==> src/rtl/fu_rr_arbiter.sv <==
// Round-robin issue arbiter sharing one non-pipelined functional unit among
// N reservation-station requesters. It presents a registered one-hot grant
// until the FU accepts it, then tracks the FU occupancy for LAT cycles.
module fu_rr_arbiter #(
   parameter  int N   = 16,
   parameter  int LAT = 4,
   localparam int IW  = $clog2(N),
   localparam int CW  = $clog2(LAT + 1)
) (
   input  logic          i_clk,
   input  logic          i_rst_n,
   input  logic [N-1:0]  i_req,
   input  logic          i_fu_ready,
   input  logic          i_flush,
   output logic [N-1:0]  o_gnt,
   output logic [IW-1:0] o_gnt_idx,
   output logic          o_gnt_valid,
   output logic          o_issue,
   output logic          o_busy
);

   typedef enum logic [1:0] {S_IDLE, S_GRANT, S_BUSY} state_t;

   state_t        r_state, w_state_nxt;
   logic [N-1:0]  r_gnt, w_gnt_nxt;
   logic [IW-1:0] r_gnt_idx, w_gnt_idx_nxt;
   logic [IW-1:0] r_ptr, w_ptr_nxt;
   logic [CW-1:0] r_cnt, w_cnt_nxt;

   logic [IW-1:0] w_ptr_inc;
   logic          w_a_found, w_b_found;
   logic [IW-1:0] w_a_idx, w_b_idx;

   // First set bit of r searched from p upward, wrapping N-1 -> 0.
   // Returns {found, index}; N is a power of two so the wrap is a truncation.
   function automatic logic [IW:0] f_sel(input logic [N-1:0] r, input logic [IW-1:0] p);
      logic          found;
      logic [IW-1:0] idx;
      logic [IW-1:0] k;
      found = 1'b0;
      idx   = '0;
      for (int i = 0; i < N; i++) begin
         k = p + IW'(i);
         if (!found && r[k]) begin
            found = 1'b1;
            idx   = k;
         end
      end
      return {found, idx};
   endfunction

   function automatic logic [N-1:0] f_oh(input logic [IW-1:0] idx);
      logic [N-1:0] one;
      one = {{(N-1){1'b0}}, 1'b1};
      return one << idx;
   endfunction

   assign w_ptr_inc = r_gnt_idx + 1'b1;

   // Two candidate picks: a fresh scan from the pointer, and the same-cycle
   // re-arbitration after a transfer that skips the entry just served.
   always_comb begin
      {w_a_found, w_a_idx} = f_sel(i_req, r_ptr);
      {w_b_found, w_b_idx} = f_sel(i_req & ~r_gnt, w_ptr_inc);
   end

   // Next-state logic; flush overrides every transition but keeps the pointer.
   always_comb begin
      w_state_nxt   = r_state;
      w_gnt_nxt     = r_gnt;
      w_gnt_idx_nxt = r_gnt_idx;
      w_ptr_nxt     = r_ptr;
      w_cnt_nxt     = r_cnt;
      case (r_state)
         S_IDLE: begin
            if (w_a_found) begin
               w_state_nxt   = S_GRANT;
               w_gnt_nxt     = f_oh(w_a_idx);
               w_gnt_idx_nxt = w_a_idx;
            end
         end
         S_GRANT: begin
            if (i_fu_ready) begin
               w_ptr_nxt = w_ptr_inc;
               if (LAT > 1) begin
                  w_state_nxt   = S_BUSY;
                  w_gnt_nxt     = '0;
                  w_gnt_idx_nxt = '0;
                  w_cnt_nxt     = CW'(LAT - 1);
               end else if (w_b_found) begin
                  w_gnt_nxt     = f_oh(w_b_idx);
                  w_gnt_idx_nxt = w_b_idx;
               end else begin
                  w_state_nxt   = S_IDLE;
                  w_gnt_nxt     = '0;
                  w_gnt_idx_nxt = '0;
               end
            end else if (!i_req[r_gnt_idx]) begin
               // Requester squashed before the FU took it: drop the grant.
               w_state_nxt   = S_IDLE;
               w_gnt_nxt     = '0;
               w_gnt_idx_nxt = '0;
            end
         end
         S_BUSY: begin
            w_cnt_nxt = r_cnt - 1'b1;
            if (r_cnt == CW'(1)) begin
               if (w_a_found) begin
                  w_state_nxt   = S_GRANT;
                  w_gnt_nxt     = f_oh(w_a_idx);
                  w_gnt_idx_nxt = w_a_idx;
               end else begin
                  w_state_nxt = S_IDLE;
               end
            end
         end
         default: begin
            w_state_nxt   = S_IDLE;
            w_gnt_nxt     = '0;
            w_gnt_idx_nxt = '0;
            w_cnt_nxt     = '0;
         end
      endcase
      if (i_flush) begin
         w_state_nxt   = S_IDLE;
         w_gnt_nxt     = '0;
         w_gnt_idx_nxt = '0;
         w_cnt_nxt     = '0;
         w_ptr_nxt     = r_ptr;
      end
   end

   // State, grant, pointer and occupancy registers.
   always_ff @(posedge i_clk or negedge i_rst_n) begin
      if (!i_rst_n) begin
         r_state   <= S_IDLE;
         r_gnt     <= '0;
         r_gnt_idx <= '0;
         r_ptr     <= '0;
         r_cnt     <= '0;
      end else begin
         r_state   <= w_state_nxt;
         r_gnt     <= w_gnt_nxt;
         r_gnt_idx <= w_gnt_idx_nxt;
         r_ptr     <= w_ptr_nxt;
         r_cnt     <= w_cnt_nxt;
      end
   end

   assign o_gnt       = r_gnt;
   assign o_gnt_idx   = r_gnt_idx;
   assign o_gnt_valid = (r_state == S_GRANT);
   assign o_busy      = (r_state == S_BUSY);
   assign o_issue     = o_gnt_valid & i_fu_ready;

endmodule

==> config.mk <==
export PLATFORM = sky130hd
export DESIGN_NAME = fu_rr_arbiter
export DESIGN_NICKNAME = d
export VERILOG_FILES = /design/src/rtl/fu_rr_arbiter.sv
export SDC_FILE = /design/constraint.sdc
export NUM_CORES = 1
export LEC_CHECK = 0
export CAP_MARGIN = 20
export CORE_MARGIN = 4
export CORE_UTILIZATION = 59
export DETAILED_ROUTE_END_ITERATION = 10
export PLACE_DENSITY_LB_ADDON = 0.05
export SYNTH_ARGS = -nofsm -noshare
export SYNTH_HDL_FRONTEND = slang
export SYNTH_SLANG_ARGS = --single-unit
==> constraint.sdc <==
create_clock -name i_clk -period 5.2 [get_ports i_clk]
set_input_delay 1.04 -clock i_clk [delete_from_list [all_inputs] [get_ports i_clk]]
set_output_delay 1.04 -clock i_clk [all_outputs]
set_load 0.02 [all_outputs]
==> results list <==
* Status: finished clean
- Clock skew on the completed layout was measured at 0.004131 ns.
- The initial utilization of the core area, before any placement, comes to 0.6079.
- The number of cells on the worst reg-to-reg path is 11.
* Busiest grt layer: met2
* Number of global-route vias before repair: 3,670
- For this design, the slowest cell found on the critical path is mux4_1.
* Nets@finish: 513
* Syn Inst Count: 429
* Final sum of negative setup slack: 0 ns
- Average size of a mapped cell: 9.628 um^2
* Die extent in y: 91.67 um
- Hold Startpoint: o_gnt[4]
* Data required time of the critical path: 5.36 ns
- The number of nets in the synthesized netlist is 463.
- The initial antenna violation count was 0.
- TritonCTS created 5 clock buffers.
* Seq/Total Area, Yosys: 0.1757
- CTS placed an instance of clkbuf_8 at the clock tree root.
- Post-synthesis instance area: 0.004130 mm^2
- The total area inside the core boundary comes to 0.006794 mm^2.
- TritonCTS built the clock tree.
* Clock slew at reported path FFs: 0.07 ns
- Met2 capacity usage during global routing: 0.4534
* Post-route clock period utilization: 0.9410
* Vias: 4,029
* Hold WC Path Type: flip-flop to flip-flop
* Number of enable-type register cells in the synthesized netlist: 0
* Compound-cell area share of the yosys netlist: 0.2284
- Place WS: 0.08161 ns
- Of the total synthesized cell area, the portion taken by XOR and XNOR cells is 0.02545.
- Setup violations remaining at the end of the flow were counted as 0.
- The repair_antennas step left the layout with diodes totalling 0.
- In this run the remaining antenna-violating nets after routing total 0.
- Crit path buf inv count: 1
* Post-Layout Cell Count: 576
- Startpoint of the worst-slack reg-to-reg timing path: r_ptr[1]
* Minimum clock period after layout: 4.893 ns
* RR Endpoint: o_gnt[5]
- The clock reaches the later pin of the worst-skew pair after 0.28 ns.
* F_max: 0.2044 GHz
- Number of distinct standard cells referenced by the synthesized netlist: 71
- The number of pins with negative max-slew slack in the final report is 0.
- In this run, post-CTS hold repair placed 0 buffers.
- In the synthesized netlist the dominant register cell turns out to be dfrtp_1.
- Weighted congestion reported at the end of routability-driven placement: 1.018
* Half-perimeter wire length after detailed placement: 9672 um
- Minimum hold slack: 0.4727 ns
- In this design, the stage delay of the slowest critical-path cell is 0.63 ns.
- From synthesis to final layout, the design area changed by 17.12%.
- Unrepaired setup endpoints after global routing: no
* Port Buf Inserts: 42
* Critical path start-end classification: input port to flip-flop
* Wire length per cell: 21.90 um
- First-pass GRT wire length: 20,040 um
- At the pin with the least slew margin, the transition time is 1.069 ns.
- Leaving out fill and tap cells, the most frequent cells in the layout are nand2_1, clkdlybuf4s50_1, mux4_2, dfrtp_1, buf_4.
- Setup slack on the critical path of the routed design comes to 0.3066 ns.
- For this run, global-route usage on met1 was measured as 0.4371.
* Placed cell count: 568
* CP startpoint kind: input port
- Most common library cell in the layout ignoring fill and taps: nand2_1
* Count of unresolved DRC violations after routing: 0
- Pin placement for this block handled 43 I/O pins.
- Critical Path, Cell by Cell: clkdlybuf4s50_1 -> mux4_1 -> mux2_2 -> mux2_4 -> nor4b_4 -> nand3_1 -> o32a_1 -> a32o_1 -> or4_1 -> o41ai_1
* Combined area of the multi-input logic cells: 0.003207 mm^2
- H-tree depth: 2
* Endpoint type of the worst setup path: flip-flop
- Registers take 725.7 um^2.
* Pin count of the biggest net entering global routing: 37
* Routing usage on met3: 0.06317
* Yosys synthesis warning count: 0
* Share of cells above drive strength 1: 0.2000
* Post-Synth Adder-Cell Area: 0.04241
- The clock net in this run drives a total of 29 sinks.
- Grt ovf: 0
- Violation count after the first detailed-routing iteration: 409
- Kind of cell with the highest combined delay on the critical path: simple AND/OR/NAND/NOR gates
- Number of stages on the worst hold path: 2
- The final layout contains routed wiring with a total length of 12,610 um.
- Multiplexer fraction of the synthesized cell area: 0.3354
- In the routed layout, each cell is associated on average with a via count of 6.995.
* Clk buf depth: 2
- In this run the core area contains 30 standard-cell rows.
- Share of synthesized registers carrying an async set or reset: 1.000
- The path with the worst hold slack has its endpoint at o_gnt[4].
- Largest driver fanout on the critical path: 10
- Synth Area in Simple Gates: 0.1448
- Number of hold-slack violations in the final timing report: 0
- Count of instances resized after the clock tree is built: 0
* Arrival time of data at the critical path endpoint: 5.05 ns
- Buffer count from post-CTS setup fixing: 0
* Count of fill cells added during filler insertion: 509
- The first detailed-routing pass ran for 7 iterations.
* Combinational family with the most area after synthesis: multiplexers
- Across every metal layer, demand over resource in global routing totals 0.2983.
- Measured along the x axis, the die boundary spans 91.67 um.
- MaxCap Viol Count: 0
* Number of flip-flops and latches in the synthesized netlist: 29
- The setup check on the worst reg-to-reg path leaves a slack of 0.41 ns.
* Overall die area: 0.008403 mm^2
- Relative slew slack: 0.2821
[layer usage]
metal,vias to the layer above,part of all wire
met5,-,0
met4,0,0.019
met3,26,0.090
met2,242,0.46
met1,1952,0.43
li1,1809,-
[synth_stat cells, types with 7 or more instances]
| master | number | area, um^2 |
|---|---|---|
| nand2_1 | 46 | 172.7 |
| mux4_2 | 32 | 720.7 |
| dfrtp_1 | 29 | 725.7 |
| mux2i_1 | 27 | 270.3 |
| nor2_1 | 24 | 90.09 |
| o21ai_0 | 21 | 105.1 |
| a21oi_1 | 20 | 100.1 |
| inv_1 | 17 | 63.81 |
| mux2_2 | 15 | 168.9 |
| clkbuf_1 | 14 | 52.55 |
| ha_1 | 14 | 175.2 |
| nand3_1 | 11 | 55.05 |
| o41ai_1 | 10 | 87.58 |
| mux4_1 | 8 | 210.2 |
| nor2b_1 | 8 | 50.05 |
| xnor2_1 | 7 | 61.31 |
[through the flow]
step | utilization | instance area [um^2]
floorplan | - | 4130
finish | 0.7120 | 4837
global route | 0.7120 | 4837
detailed placement | 0.6993 | 4751
CTS | 0.7120 | 4837
global placement | 0.6993 | 4751
[final cells by class]
type / instances / area share
clock buffer: 5 / 0.01423
clock inverter: 3 / 0.003621
multi-input combinational: 355 / 0.6630
tap: 96 / 0.02483
inverter: 18 / 0.01397
sequential: 29 / 0.1500
timing repair buffer: 70 / 0.1304
[registers in the layout, indices dropped and copies added, names as in the netlist]
name	flops
r_cnt	3
r_ptr	4
o_gnt	16
r_state	2
o_gnt_idx	4
[kinds of logic after synthesis]
logic type,after synthesis
buffers and inverters,45
AO/OA/AOI/OAI,127
multiplexers,83
adder cells (fa/ha/maj),14
flip-flops,29
AND/OR/NAND/NOR,119
XOR/XNOR,12
[worst reg2reg max path: stages (launching register included)]
cell and delay, ns:
dfrtp_1 0.38, inv_1 0.14, ha_1 0.69, mux4_2 0.60
mux2_2 0.32, mux2_2 0.34, a211oi_2 0.45, nand3_1 0.17
o32a_1 0.35, a32o_1 0.25, or4_1 0.62, o41ai_1 0.36
[how the worst max path moves through the flow]
stage / to / slack (ns) / cells past startpoint / start
after floorplan: o_gnt[11] / 0.58 / 16 / r_ptr[2]
after global placement: o_gnt[10] / 0.16 / 11 / i_req[9]
after detailed placement: o_gnt[13] / 0.08 / 10 / i_req[9]
after CTS: o_gnt[5] / 0.39 / 10 / i_req[14]
after global routing: o_gnt[2] / 0.1 / 12 / r_ptr[1]
final: o_gnt[5] / 0.31 / 10 / i_req[0]
Power is left out: the tool's default activity adds up to more than one toggle a clock period on the data nets, which glitch-free logic cannot reach.
